--- src/rtl/text_mem_ctrl.sv ---
// Write-side controller for the 256x8 VGA text RAM: cursor, control codes, blank-fill clear.
// Optional TEXT_WRAP_CLEAR_EN: wrapping off the last symbol/row clears the screen instead.
//   state  | meaning
//   IDLE   | waiting for a byte from the character source
//   WRITE  | one pending RAM write (printable byte or backspace blank)
//   CLEAR  | blank-filling addresses 0..COLS*ROWS-1
module text_mem_ctrl #(
   parameter int         COLS  = 20,
   parameter int         ROWS  = 8,
   parameter logic [7:0] BLANK = 8'h20
) (
   input  logic       clk_i,
   input  logic       rst_i,
   input  logic       vid_req_i,
   input  logic [7:0] vid_addr_i,
   input  logic       char_valid_i,
   input  logic [7:0] char_data_i,
   output logic       char_ready_o,
   output logic [7:0] mem_addr_o,
   output logic       mem_we_o,
   output logic [7:0] mem_wdata_o,
   output logic [7:0] cursor_pos_o,
   output logic       busy_o
);

   localparam logic [7:0] COLS8 = 8'(COLS);
   localparam logic [7:0] LAST  = 8'(COLS * ROWS - 1);
   localparam logic [8:0] NUM9  = 9'(COLS * ROWS);

   typedef enum logic [1:0] {S_IDLE, S_WRITE, S_CLEAR} state_t;

   state_t     state_q, state_d;
   logic [7:0] clr_addr_q, clr_addr_d;
   logic [7:0] cursor_q, cursor_d;
   logic [7:0] wr_addr_q, wr_addr_d;
   logic [7:0] wr_data_q, wr_data_d;
   logic       wr_adv_q, wr_adv_d;
   logic [7:0] col;
   logic [8:0] lf_sum;

   always_ff @(posedge clk_i) begin
      if (rst_i) begin
         state_q    <= S_CLEAR;
         clr_addr_q <= '0;
         cursor_q   <= '0;
         wr_addr_q  <= '0;
         wr_data_q  <= BLANK;
         wr_adv_q   <= 1'b0;
      end else begin
         state_q    <= state_d;
         clr_addr_q <= clr_addr_d;
         cursor_q   <= cursor_d;
         wr_addr_q  <= wr_addr_d;
         wr_data_q  <= wr_data_d;
         wr_adv_q   <= wr_adv_d;
      end
   end

   assign col    = cursor_q % COLS8;
   assign lf_sum = {1'b0, cursor_q} + {1'b0, COLS8};

   always_comb begin
      state_d    = state_q;
      clr_addr_d = clr_addr_q;
      cursor_d   = cursor_q;
      wr_addr_d  = wr_addr_q;
      wr_data_d  = wr_data_q;
      wr_adv_d   = wr_adv_q;
      case (state_q)
         S_IDLE: begin
            if (char_valid_i) begin
               if (char_data_i >= 8'h20 && char_data_i <= 8'h7E) begin
                  wr_addr_d = cursor_q;
                  wr_data_d = char_data_i;
                  wr_adv_d  = 1'b1;
                  state_d   = S_WRITE;
               end else begin
                  case (char_data_i)
                     8'h0D: cursor_d = cursor_q - col;
                     8'h0A: begin
                        if (lf_sum > {1'b0, LAST}) begin
`ifdef TEXT_WRAP_CLEAR_EN
                           state_d    = S_CLEAR;
                           clr_addr_d = '0;
`else
                           cursor_d = 8'(lf_sum - NUM9);
`endif
                        end else begin
                           cursor_d = lf_sum[7:0];
                        end
                     end
                     8'h08: begin
                        // Backspace blanks the previous cell and leaves the cursor on it
                        if (col != 8'd0) begin
                           cursor_d  = cursor_q - 8'd1;
                           wr_addr_d = cursor_q - 8'd1;
                           wr_data_d = BLANK;
                           wr_adv_d  = 1'b0;
                           state_d   = S_WRITE;
                        end
                     end
                     8'h0C: begin
                        state_d    = S_CLEAR;
                        clr_addr_d = '0;
                     end
                     default: ;
                  endcase
               end
            end
         end
         S_WRITE: begin
            if (!vid_req_i) begin
               state_d = S_IDLE;
               if (wr_adv_q) begin
                  if (cursor_q == LAST) begin
`ifdef TEXT_WRAP_CLEAR_EN
                     state_d    = S_CLEAR;
                     clr_addr_d = '0;
`else
                     cursor_d = '0;
`endif
                  end else begin
                     cursor_d = cursor_q + 8'd1;
                  end
               end
            end
         end
         S_CLEAR: begin
            if (!vid_req_i) begin
               if (clr_addr_q == LAST) begin
                  state_d    = S_IDLE;
                  clr_addr_d = '0;
                  cursor_d   = '0;
               end else begin
                  clr_addr_d = clr_addr_q + 8'd1;
               end
            end
         end
         default: state_d = S_CLEAR;
      endcase
   end

   // Video reader always wins the shared address port
   always_comb begin
      char_ready_o = (state_q == S_IDLE) && !rst_i;
      busy_o       = (state_q != S_IDLE);
      mem_we_o     = (state_q != S_IDLE) && !vid_req_i && !rst_i;
      mem_wdata_o  = (state_q == S_WRITE && !rst_i) ? wr_data_q : BLANK;
      if (vid_req_i)                mem_addr_o = vid_addr_i;
      else if (state_q == S_CLEAR)  mem_addr_o = clr_addr_q;
      else                          mem_addr_o = wr_addr_q;
      cursor_pos_o = cursor_q;
   end

endmodule

--- config.mk ---
export PLATFORM = sky130hd
export DESIGN_NAME = text_mem_ctrl
export DESIGN_NICKNAME = d
export VERILOG_FILES = /design/src/rtl/text_mem_ctrl.sv
export SDC_FILE = /design/constraint.sdc
export NUM_CORES = 1
export LEC_CHECK = 0
export BUFFER_PORTS_ARGS = -buffer_cell sky130_fd_sc_hd__clkbuf_2
export CAP_MARGIN = 20
export CORE_ASPECT_RATIO = 0.7
export CORE_UTILIZATION = 40
export CTS_CLUSTER_SIZE = 8
export DETAILED_ROUTE_END_ITERATION = 10
export SETUP_SLACK_MARGIN = 0.4
export SYNTH_ARGS = -nofsm -noshare
export SYNTH_HDL_FRONTEND = slang
export SYNTH_SLANG_ARGS = --single-unit
--- constraint.sdc ---
create_clock -name clk_i -period 7.3 [get_ports clk_i]
set_input_delay 1.46 -clock clk_i [delete_from_list [all_inputs] [get_ports clk_i]]
set_output_delay 1.46 -clock clk_i [all_outputs]
set_load 0.05 [all_outputs]
Yosys cells after proc, flatten, opt, wreduce, memory -nomap -nowiden:

Cells that the tools add are included.

* $add $sub $neg: 6
* div/mod/pow operators: 1
* magnitude comparators: 3
* eq/ne operators: 19
* multiplexer cells: 36
* reduce and logical (&&, ||, !) cells: 18

Operators with widths (number)
* two-way mux 8 bit: 22
* one-hot mux 8 bit (3 select lines): 2
* == test 8 x 4 -> 1 bit, second input constant: 4
* adder 8 x 1 -> 8 bit, second input constant: 2
* == test 8 bit, second input constant: 2
* one-hot mux 8 bit (2 select lines): 1
* two-way mux 2 bit: 6
* != test 2 bit, second input constant: 6
* adder 8 x 5 -> 9 bit, second input constant: 1
* greater-than comparator 9 x 8 -> 1 bit, second input constant: 1
* AND reduction 9 bit: 1
* >= comparator 8 x 6 -> 1 bit, second input constant: 1
* less-or-equal comparator 8 x 7 -> 1 bit, second input constant: 1
* modulo 8 x 5 -> 8 bit, second input constant: 1
* nonzero test 2 bit: 4
* nonzero test 8 bit: 1
* subtractor 8 x 1 -> 8 bit, second input constant: 1
* subtractor 8 bit: 1
* subtractor 8 bit, second input constant: 1
* one-hot mux 2 bit (3 select lines): 1
* AND reduction 6 bit: 1
* logical AND 1 bit: 5
* AND reduction 5 bit: 1
* != test 4 x 1 -> 1 bit, second input constant: 1
* 12 further kinds: 15

* bits in registers: 35
* output and inout bits: 27
* logic and storage cells: 89

Longest topological paths before layout:

Gate-level depths: netlist of run 1.

* depth in word-level cells: 7
* depth in mapped cells: 21
* mapped depth without buffers: 18

Worst setup path after synthesis of run 1:

Ideal clock, no wire load.

* path kind: flip-flop to flip-flop
* start: register cursor_q[6] (netlist: cursor_pos_o[6])
* end: register cursor_q[6] (netlist: cursor_pos_o[6])
* arrival: 4.485 ns
* slack: 2.695 ns
* stages on the path, launching flop included: 21
* clock period less this slack: 4.605 ns
* cell sequence: dfxtp_1 -> buf_6 -> clkinv_1 -> ha_1 -> and4b_1 -> a311oi_2 -> o221ai_4 -> a21o_1 -> a22oi_1 -> o21bai_1 -> buf_2 -> nand2_1 -> ha_1 -> xor2_1 -> o21ai_0 -> nand2b_1 -> a21oi_1 -> a21oi_1 -> o31ai_1 -> a211oi_1 -> o31a_1

* cells in the longest elaborated chain, start to end: 7
* elaborated cells between the ends (all ways): 20

RTL lines
* start, declared: RTL line 34 `logic [7:0] cursor_q, cursor_d;`
* start signal, assigned: RTL line 52 `cursor_q <= cursor_d;`
* branches (longest 7 deep; another with modulo 8 x 5 -> 8 bit)

Parallel ways; which one is timed is not known. The select of a mux whose other input is x is not followed.
A chain may end at the register's enable or synchronous reset.

Final worst setup path of run 1:

Ends and elaborated chain as after synthesis.

==> results.cfg, run 1 <==
[yosys]
ys.flop_type = dfxtp_1
synth_nets = 500
syn_area_um2 = 3450
synthCells = 457
synth_cell_types = 73
synth_top_cells_by_area = dfxtp_1 (20%), ha_1 (8.3%), nor2_1 (6.1%)
syn_avg_cell_area_um2 = 7.55
synth_edf_count = 0
synth-warning-count = 0
async_flop_share = 0
yosysSeqAreaShare = 0.203
synth.largest_area_cell = dfxtp_1
ys_ff_latch = 35
synth_top_area_share = 0.203

[global_route]
grt_pass1_wl_mm = 16.0
antenna_found_initial = 0
grt_pass1_vias = 3016
grt_usage = 0.226
grt_max_degree = 36
overflow = 0

[clocking]
cts_sinks = 35
clk_pin_slew_ns = 0.06
insertion_delay_ns = 0.28
cts.path.max_buffers = 2
cts_resized = 0
htree_levels = 2
root_buffer = clkbuf_16
cts.hold.buffers_added = 0
cts_tree = built
post_cts_buffers = 0
cts-buffers-inserted = 5

[pwr]
leakage_uw = 0.00165
power.density_nw_per_um2 = 125
peakVddDrop_v = 0.0000838

[sta]
worst_pin_slew_ns = 0.878
rsz0062_at_grt = no
finalCriticalPeriod_ns = 5.46
hold_viol = 0
period_share = 0.748
fin_tns_setup_ns = 0
max_freq_ghz = 0.183
finalMaxSlewViolations = 0
finClkSkew_ns = 0.00708
slew_headroom = 0.414
setup_viol = 0
setup_ws_ns = 1.84

[critical_path]
critPathBufInv = 1
start_kind = flip-flop
crit_required_ns = 7.47
arrival_ns = 5.63
crit_path_top_delay_cell = dfxtp_1
end_kind = flip-flop
crit_family = compound AO/OA/AOI/OAI gates
crit_type = flip-flop to flip-flop
cp_cell_sequence = clkinv_1, ha_1, nand2_1, o22ai_1, o221ai_4, a31oi_1, a31oi_2, o21bai_1, nand2_1, ha_1, xor2_1, o21ai_0, nand2b_1, a21oi_1, a21oi_1, o31ai_1, a211oi_1, o31a_1
critPathMaxFanout = 15
max_stage_delay_ns = 0.73

[floorplan]
ios = 47
die_w_um = 113
start_util = 0.425
coreArea_um2 = 8110
rows = 27
die_area_um2 = 9000
die_h_um = 79.7

[placed_design]
gp_congestion = 0.838
dp_slack_ns = 1.89
port_buffers = 46
place_area_um2 = 3690
place_hpwl_mm = 7.38

[run_status]
status = finished, final reports clean

[cells_and_area]
syn2layout_area_growth_pct = 11.8
final_common_cell = nor2_1
nNetsFinal = 530
finalInstanceArea_um2 = 3860
antenna_cells = 0
final_cell_mix = nor2_1 (56), clkbuf_2 (46), nand2_1 (42)
drive_above_1_share = 0.154

[detailed_routing]
drtIter0Drc = 268
routedWlPerCell_um = 16.7
drt_first_pass_iters = 5
drt_wl_total_mm = 9.83
vias_per_cell = 5.94
ant_nets = 0
vias = 3501
drc = 0

[run]
drv_cap = 0

[hold_path]
hold_class = flip-flop to flip-flop
==> Yosys cell counts (9+ instances only) <==
cell and count:
clkbuf_1 14, a21o_1 9, ha_1 23, inv_1 13, nor3_1 14, nand3_1 11
nand2b_1 9, mux2i_1 18, nand2_1 42, and2_1 10, o21ai_0 32, xnor2_1 18
xor2_1 9, dfxtp_1 35, a21oi_1 24, nor2_1 56, a22oi_1 10
==> sequential cells by signal, indices dropped and copies added (netlist names) <==
| register | cells |
|---|---|
| cursor_pos_o | 8 |
| wr_data_q | 8 |
| wr_adv_q | 1 |
| clr_addr_q | 8 |
| wr_addr_q | 8 |
| state_q | 2 |
==> final cells by class <==
class	count	area, um^2
Tap cell	101	126
Sequential cell	35	701
Inverter	15	56.3
Fill cell	833	4250
Multi-Input combinational cell	381	2550
Clock buffer	5	125
Clock inverter	3	43.8
Timing Repair Buffer	49	253
==> worst paths after layout <==
path                            slack [ns]                            to  cells after the start                    startpoint
worst max-delay path                  1.84  cursor_pos_o[6]$_SDFFE_PP0P_                     18  cursor_pos_o[6]$_SDFFE_PP0P_
worst min-delay path                  0.49     wr_addr_q[1]$_SDFFE_PP0P_                      2     wr_addr_q[1]$_SDFFE_PP0P_
worst max register to register        1.84  cursor_pos_o[6]$_SDFFE_PP0P_                     18  cursor_pos_o[6]$_SDFFE_PP0P_
worst min register to register        0.49     wr_addr_q[1]$_SDFFE_PP0P_                      2     wr_addr_q[1]$_SDFFE_PP0P_
==> power breakdown <==
group	internal (uW)	total, uW	switching [uW]
Sequential	192	193	1.34
Combinational	12.8	41.2	28.4
Clock	161	246	85.3
Total	366	481	115
==> through the flow <==
stage / utilization / instances / total power, uW / hold slack (ns)
after global routing: 0.476 / 589 / 498 / 0.518
final: 0.476 / 589 / 481 / 0.487
after global placement: 0.455 / 581 / 238 / 0.470
after floorplan: - / 457 / 225 / 0.431
after detailed placement: 0.455 / 581 / 238 / 0.489
after CTS: 0.476 / 589 / 483 / 0.494
==> layer usage <==
layer  up-vias  track usage  wire length, um  share of wire
met2       129        0.325             3990           0.41
met3        11       0.0463              797          0.081
met1      1632        0.347             4960           0.50
li1       1729            -                -              -
met5         -            0                0              0
met4         0       0.0342               79         0.0080
==> tightest hold or removal path, delay by kind of cell, from the launching register on <==
kind | cells | cell delay (ns)
AOI/OAI and AO/OA | 1 | 0.05
DFF | 1 | 0.33
and+or+nand+nor | 1 | 0.06
==> kinds of logic after synthesis <==
| kind of cell | count (synthesis) | synth area share |
|---|---|---|
| buffers and inverters | 41 | 0.0570 |
| adder cells (fa/ha/maj) | 23 | 0.0835 |
| multiplexers | 20 | 0.0588 |
| AND/OR/NAND/NOR | 174 | 0.247 |
| flip-flops | 35 | 0.203 |
| AO/OA/AOI/OAI | 137 | 0.282 |
| XOR/XNOR | 27 | 0.0686 |
Note: power is estimated with default switching activity, not from simulation.
==> run 2, diff against run 1 <==
--- a/config.mk
+++ b/config.mk
@@ -5,6 +5,7 @@
 export SDC_FILE = /design/constraint.sdc
 export NUM_CORES = 1
 export LEC_CHECK = 0
+export ABC_AREA = 1
 export BUFFER_PORTS_ARGS = -buffer_cell sky130_fd_sc_hd__clkbuf_2
 export CAP_MARGIN = 20
 export CORE_ASPECT_RATIO = 0.7
==> constraint.sdc (replaced) <==
create_clock -name clk_i -period 4.9 [get_ports clk_i]
set_input_delay 0.98 -clock clk_i [delete_from_list [all_inputs] [get_ports clk_i]]
set_output_delay 0.98 -clock clk_i [all_outputs]
set_load 0.05 [all_outputs]
==> run 2 against run 1 <==
  * First-iteration DRC count did not move
  * Largest power group unchanged
  * Synthesized cell count rose by 19%
  * Sequential power rose by 50%
  * Critical path type unchanged
  * Power rose by 52%
==> results.cfg, run 2 <==
[yosys]
synth.largest_area_cell = dfxtp_1
yosysSeqAreaShare = 0.208
synthXorXnorAreaFrac = 0.0594
yosysMostFrequentCell = nand2_1
synth_compound_area_frac = 0.156
ys_ff_latch = 35
synth_top_cells_by_area = dfxtp_1 (21%), nand2_1 (14%), ha_1 (8.5%)
synth_fa_ha_area_frac = 0.0853
syn_avg_cell_area_um2 = 6.20
syn_area_um2 = 3370
synth_commonest_cells = nand2_1 (125), nor2_1 (70), inv_1 (69), o21ai_0 (37), dfxtp_1 (35)
async_flop_share = 0
synthCells = 544
ys.flop_type = dfxtp_1
synth_top_family_by_area = simple AND/OR/NAND/NOR gates
synth-warning-count = 0
synth_nets = 587
yosys.area_share.simple = 0.379
synth_edf_count = 0
synth_cell_types = 46
synth_top_area_share = 0.208
muxShareOfSynthArea = 0

[cells_and_area]
drive_above_1_share = 0.191
layout.cells.non_filler = 694
final_util = 0.486
nNetsFinal = 635
final_common_cell = nand2_1
final_cell_mix = nand2_1 (125), nor2_1 (70), inv_1 (69)
syn2layout_area_growth_pct = 15.4
antenna_cells = 0

[critical_path]
end_kind = flip-flop
crit_type = flip-flop to flip-flop
crit_required_ns = 5.07
crit_path_top_delay_cell = dfxtp_1
max_stage_delay_ns = 0.34
worst-r2r-setup-slack_ns = 0.92
critPathBufInv = 6
critPathMaxFanout = 6
arrival_ns = 4.15
crit_top_cell = nand2_1
crit_family = simple AND/OR/NAND/NOR gates
start_kind = flip-flop

[clocking]
root_buffer = clkbuf_16
cts.path.max_buffers = 2
htree_levels = 2
cts_sinks = 35
insertion_delay_ns = 0.28
cts.hold.buffers_added = 0
cts_tree = built
cts-buffers-inserted = 5
clk_pin_slew_ns = 0.06

[detailed_routing]
vias_per_cell = 5.18
routedWlPerCell_um = 14.2
ant_nets = 0
drt_first_pass_iters = 5
vias = 3597
drc = 0
drt_wl_total_mm = 9.85
drtIter0Drc = 268

[placed_design]
place_hpwl_mm = 7.61
gp_congestion = 0.905
port_buffers = 46
dp_cells = 683

[hold_path]
hold_class = flip-flop to flip-flop

[run_status]
status = finished, final reports clean

[sta]
setup_viol = 0
hold_viol = 0
finalCriticalPeriod_ns = 3.98
slew_headroom = 0.505
fin_tns_setup_ns = 0
worst_pin_slew_ns = 0.736
period_share = 0.811
finClkSkew_ns = 0.00737
rsz0062_at_grt = no
max_freq_ghz = 0.252
finalMaxSlewViolations = 0

[run]
drv_cap = 0

[floorplan]
rows = 27
coreArea_um2 = 8010
die_area_um2 = 8810
die_w_um = 112
die_h_um = 78.8
start_util = 0.421
ios = 47

[global_route]
grt_usage = 0.229
grt_max_degree = 25
antenna_found_initial = 0
grt_pass1_vias = 3072
grt_pass1_wl_mm = 15.9
overflow = 0

[pwr]
leakage_uw = 0.00194
power.density_nw_per_um2 = 188
finalPower_uw = 732
peakVddDrop_v = 0.000144
==> run 2: worst reg2reg max path: cells and delay by family (launching register included) <==
kind / cells / cell delay (ns)
buf+inv: 6 / 0.51
simple gates: 25 / 2.13
flops: 1 / 0.34
fa+ha+maj: 2 / 0.58
compound gates: 2 / 0.30
==> run 2: power by group <==
| part | total [uW] | internal [uW] | switching [uW] |
|---|---|---|---|
| clock network | 374 | 240 | 134 |
| registers | 289 | 286 | 2.89 |
| logic | 69.3 | 18.5 | 50.8 |
==> run 2: per-stage QoR <==
stage | worst slack, ns | hold WS [ns] | instance area [um^2]
2_1_floorplan | 0.502 | 0.422 | 3370
3_3_place_gp | 0.833 | 0.435 | 3690
3_5_place_dp | 0.597 | 0.449 | 3690
4_1_cts | 0.563 | 0.459 | 3860
5_1_grt | 0.407 | 0.483 | 3890
6_report | 0.924 | 0.452 | 3890
==> run 2: worst paths after layout <==
| check | from | to | cells after the start |
|---|---|---|---|
| max | cursor_pos_o[1]$_SDFFE_PP0P_ | cursor_pos_o[6]$_SDFFE_PP0P_ | 35 |
| max reg2reg | cursor_pos_o[1]$_SDFFE_PP0P_ | cursor_pos_o[6]$_SDFFE_PP0P_ | 35 |
| min | wr_data_q[7]$_SDFFE_PP0P_ | wr_data_q[7]$_SDFFE_PP0P_ | 2 |
| min reg2reg | wr_data_q[7]$_SDFFE_PP0P_ | wr_data_q[7]$_SDFFE_PP0P_ | 2 |
==> run 2: routing by layer <==
metal | global-route usage | vias up | share of wire | routed length, um
li1 | - | 1833 | - | -
met4 | 0.0419 | 0 | 0.0075 | 74
met3 | 0.0420 | 9 | 0.070 | 694
met5 | 0 | - | 0 | 0
met1 | 0.355 | 1626 | 0.53 | 5200
met2 | 0.322 | 129 | 0.39 | 3880
==> run 2: timing repair <==
item / 4_1_cts / 5_1_grt
buffers inserted: 0 / 3
endpoints found under the setup margin: 0 / 12
gates resized for setup: 0 / 5
==> run 2: cell type report <==
| cell class | instances | area, um^2 |
|---|---|---|
| Clock inverter | 3 | 43.8 |
| Clock buffer | 5 | 125 |
| Multi-Input combinational cell | 417 | 2290 |
| Sequential cell | 35 | 706 |
| Inverter | 78 | 299 |
| Timing Repair Buffer | 55 | 298 |
| Fill cell | 861 | 4120 |
| Tap cell | 101 | 126 |
==> run 2: kinds of logic (layout without fill, tap and decap cells) <==
kind of cell               count (synthesis)  count (layout)
AOI/OAI and AO/OA                         90              90
xor gates and xnor gates                  22              22
adders and majority gates                 23              23
buffers and inverters                     92             141
DFF                                       35              35
and+or+nand+nor                          282             282
==> run 3, diff against run 2 <==
==> constraint.sdc (replaced) <==
create_clock -name clk_i -period 3.4 [get_ports clk_i]
set_input_delay 0.68 -clock clk_i [delete_from_list [all_inputs] [get_ports clk_i]]
set_output_delay 0.68 -clock clk_i [all_outputs]
set_load 0.05 [all_outputs]
==> run 3 against run 2 <==
  * Worst hold slack improved by 0.0083 ns
  * Die area unchanged
  * The flow now finishes with violations (setup timing)
  * Critical path type unchanged
  * Highest routed layer unchanged
  * Critical endpoint unchanged
  * Wire length increased by 9.0%
  * Non-clock buffer count increased by 46
  * Sequential power increased by 43%
  * Clock power increased by 41%
  * Critical path depth decreased by 1
  * Utilization increased by 9.8 points
==> results.cfg, run 3 (synthesized netlist as in run 2, its figures left out) <==
[run_status]
status = finished with violations
violations = setup timing

[global_route]
overflow = 0
antenna_found_initial = 0
grt_pass1_vias = 3431
grt_usage = 0.243
grt_max_degree = 19
grt_pass1_wl_mm = 17.0

[detailed_routing]
drc = 0
vias_per_cell = 5.10
vias = 3793
drt_wl_total_mm = 10.7
drtIter0Drc = 314
ant_nets = 0
drt_first_pass_iters = 4
routedWlPerCell_um = 14.5

[critical_path]
end_kind = flip-flop
crit_path_top_delay_cell = dfxtp_4
critPathMaxFanout = 5
arrival_ns = 3.77
crit_top_cell = nand2_2
crit_type = flip-flop to flip-flop
crit_required_ns = 3.61
max_stage_delay_ns = 0.35
start_kind = flip-flop

[sta]
finalMaxSlewViolations = 0
period_share = 1.05
finClkSkew_ns = 0.00674
slew_headroom = 0.637
worst_pin_slew_ns = 0.540
rsz0062_at_grt = yes
finalCriticalPeriod_ns = 3.56
setup_ws_ns = -0.158
hold_viol = 0
setup_viol = 5
max_freq_ghz = 0.281

[cells_and_area]
drive_above_1_share = 0.361
final_common_cell = nand2_1
syn2layout_area_growth_pct = 38.7
layout.cells.non_filler = 743
final_cell_mix = nand2_1 (97), nor2_1 (67), inv_1 (60)
antenna_cells = 0
nNetsFinal = 684

[pwr]
leakage_uw = 0.00224
power.density_nw_per_um2 = 224
finalPower_uw = 1050
peakVddDrop_v = 0.000172

[clocking]
cts.path.max_buffers = 2
cts_tree = built
cts_sinks = 35
cts.hold.buffers_added = 0
htree_levels = 2
root_buffer = clkbuf_16
clk_pin_slew_ns = 0.06
cts-buffers-inserted = 5
insertion_delay_ns = 0.29

[floorplan]
ios = 47
die_h_um = 78.8
start_util = 0.421
coreArea_um2 = 8010
die_area_um2 = 8810
die_w_um = 112
rows = 27

[hold_path]
hold_class = flip-flop to flip-flop

[placed_design]
port_buffers = 46
gp_congestion = 0.919
place_hpwl_mm = 7.82
dp_cells = 716

[run]
drv_cap = 0
-- run 3: cell count changes in the layout (fill, tap and decap cells not counted), sizes merged --
cell,change
buf,+46
nand2,+3
clkbuf,+2
bufinv,-1
clkinvlp,-1
-- run 3: critical path: cells and delay by family (launching register included) --
kind                       cells  cell delay (ns)
DFF                            1             0.35
buffers and inverters          5             0.24
adders and majority gates      2             0.39
and+or+nand+nor               24             2.07
AOI/OAI and AO/OA              3             0.42
-- run 3: final cells by class --
cell class | count | area [um^2]
clock inverters | 1 | 5.00
repair buffers | 101 | 654
clock buffers | 7 | 164
well taps | 101 | 126
fillers | 778 | 3330
inverters | 78 | 333
multi-input cells | 420 | 2670
flip-flops and latches | 35 | 726
-- run 3: worst paths after layout --
kind | slack (ns) | cells after the start | to | start
worst min-delay path | 0.46 | 2 | wr_data_q[4]$_SDFFE_PP0P_ | wr_data_q[4]$_SDFFE_PP0P_
worst max-delay path | -0.16 | 34 | cursor_pos_o[6]$_SDFFE_PP0P_ | cursor_pos_o[3]$_SDFFE_PP0P_
worst max register to register | -0.16 | 34 | cursor_pos_o[6]$_SDFFE_PP0P_ | cursor_pos_o[3]$_SDFFE_PP0P_
worst min register to register | 0.46 | 2 | wr_data_q[4]$_SDFFE_PP0P_ | wr_data_q[4]$_SDFFE_PP0P_
-- run 3: timing repair --
action / in CTS / in global routing
setup buffers: 6 / 9
endpoints found under the setup margin: 27 / 27
gates resized for setup: 20 / 53
gates cloned: 3 / 0
pin swaps: 18 / 28
-- run 3: metrics by stage --
step / TNS (ns) / util / setup WS (ns) / hold slack (ns) / cell area, um^2
2_1_floorplan: -0.0674 / - / -0.0654 / 0.418 / 3510
3_3_place_gp: -0.0384 / 0.507 / -0.0356 / 0.435 / 4060
3_5_place_dp: -0.290 / 0.507 / -0.127 / 0.436 / 4060
4_1_cts: -0.142 / 0.550 / -0.104 / 0.442 / 4400
5_1_grt: -5.08 / 0.584 / -0.436 / 0.484 / 4680
6_report: -0.482 / 0.584 / -0.158 / 0.461 / 4680
-- run 3: per-layer routing --
metal,global-route usage,wire [um],vias up
met2,0.371,4570,96
met1,0.358,5390,1750
met4,0.0405,49,0
met5,0,0,-
li1,-,-,1942
met3,0.0443,731,5
-- run 3: report_power, final --
group | internal, uW | switching (uW) | total, uW | leakage, uW
combinational | 30.7 | 77.3 | 108 | 0.00187
sequential | 408 | 4.28 | 412 | 0.000288
clock | 335 | 192 | 527 | 0.0000850
total | 774 | 273 | 1050 | 0.00224
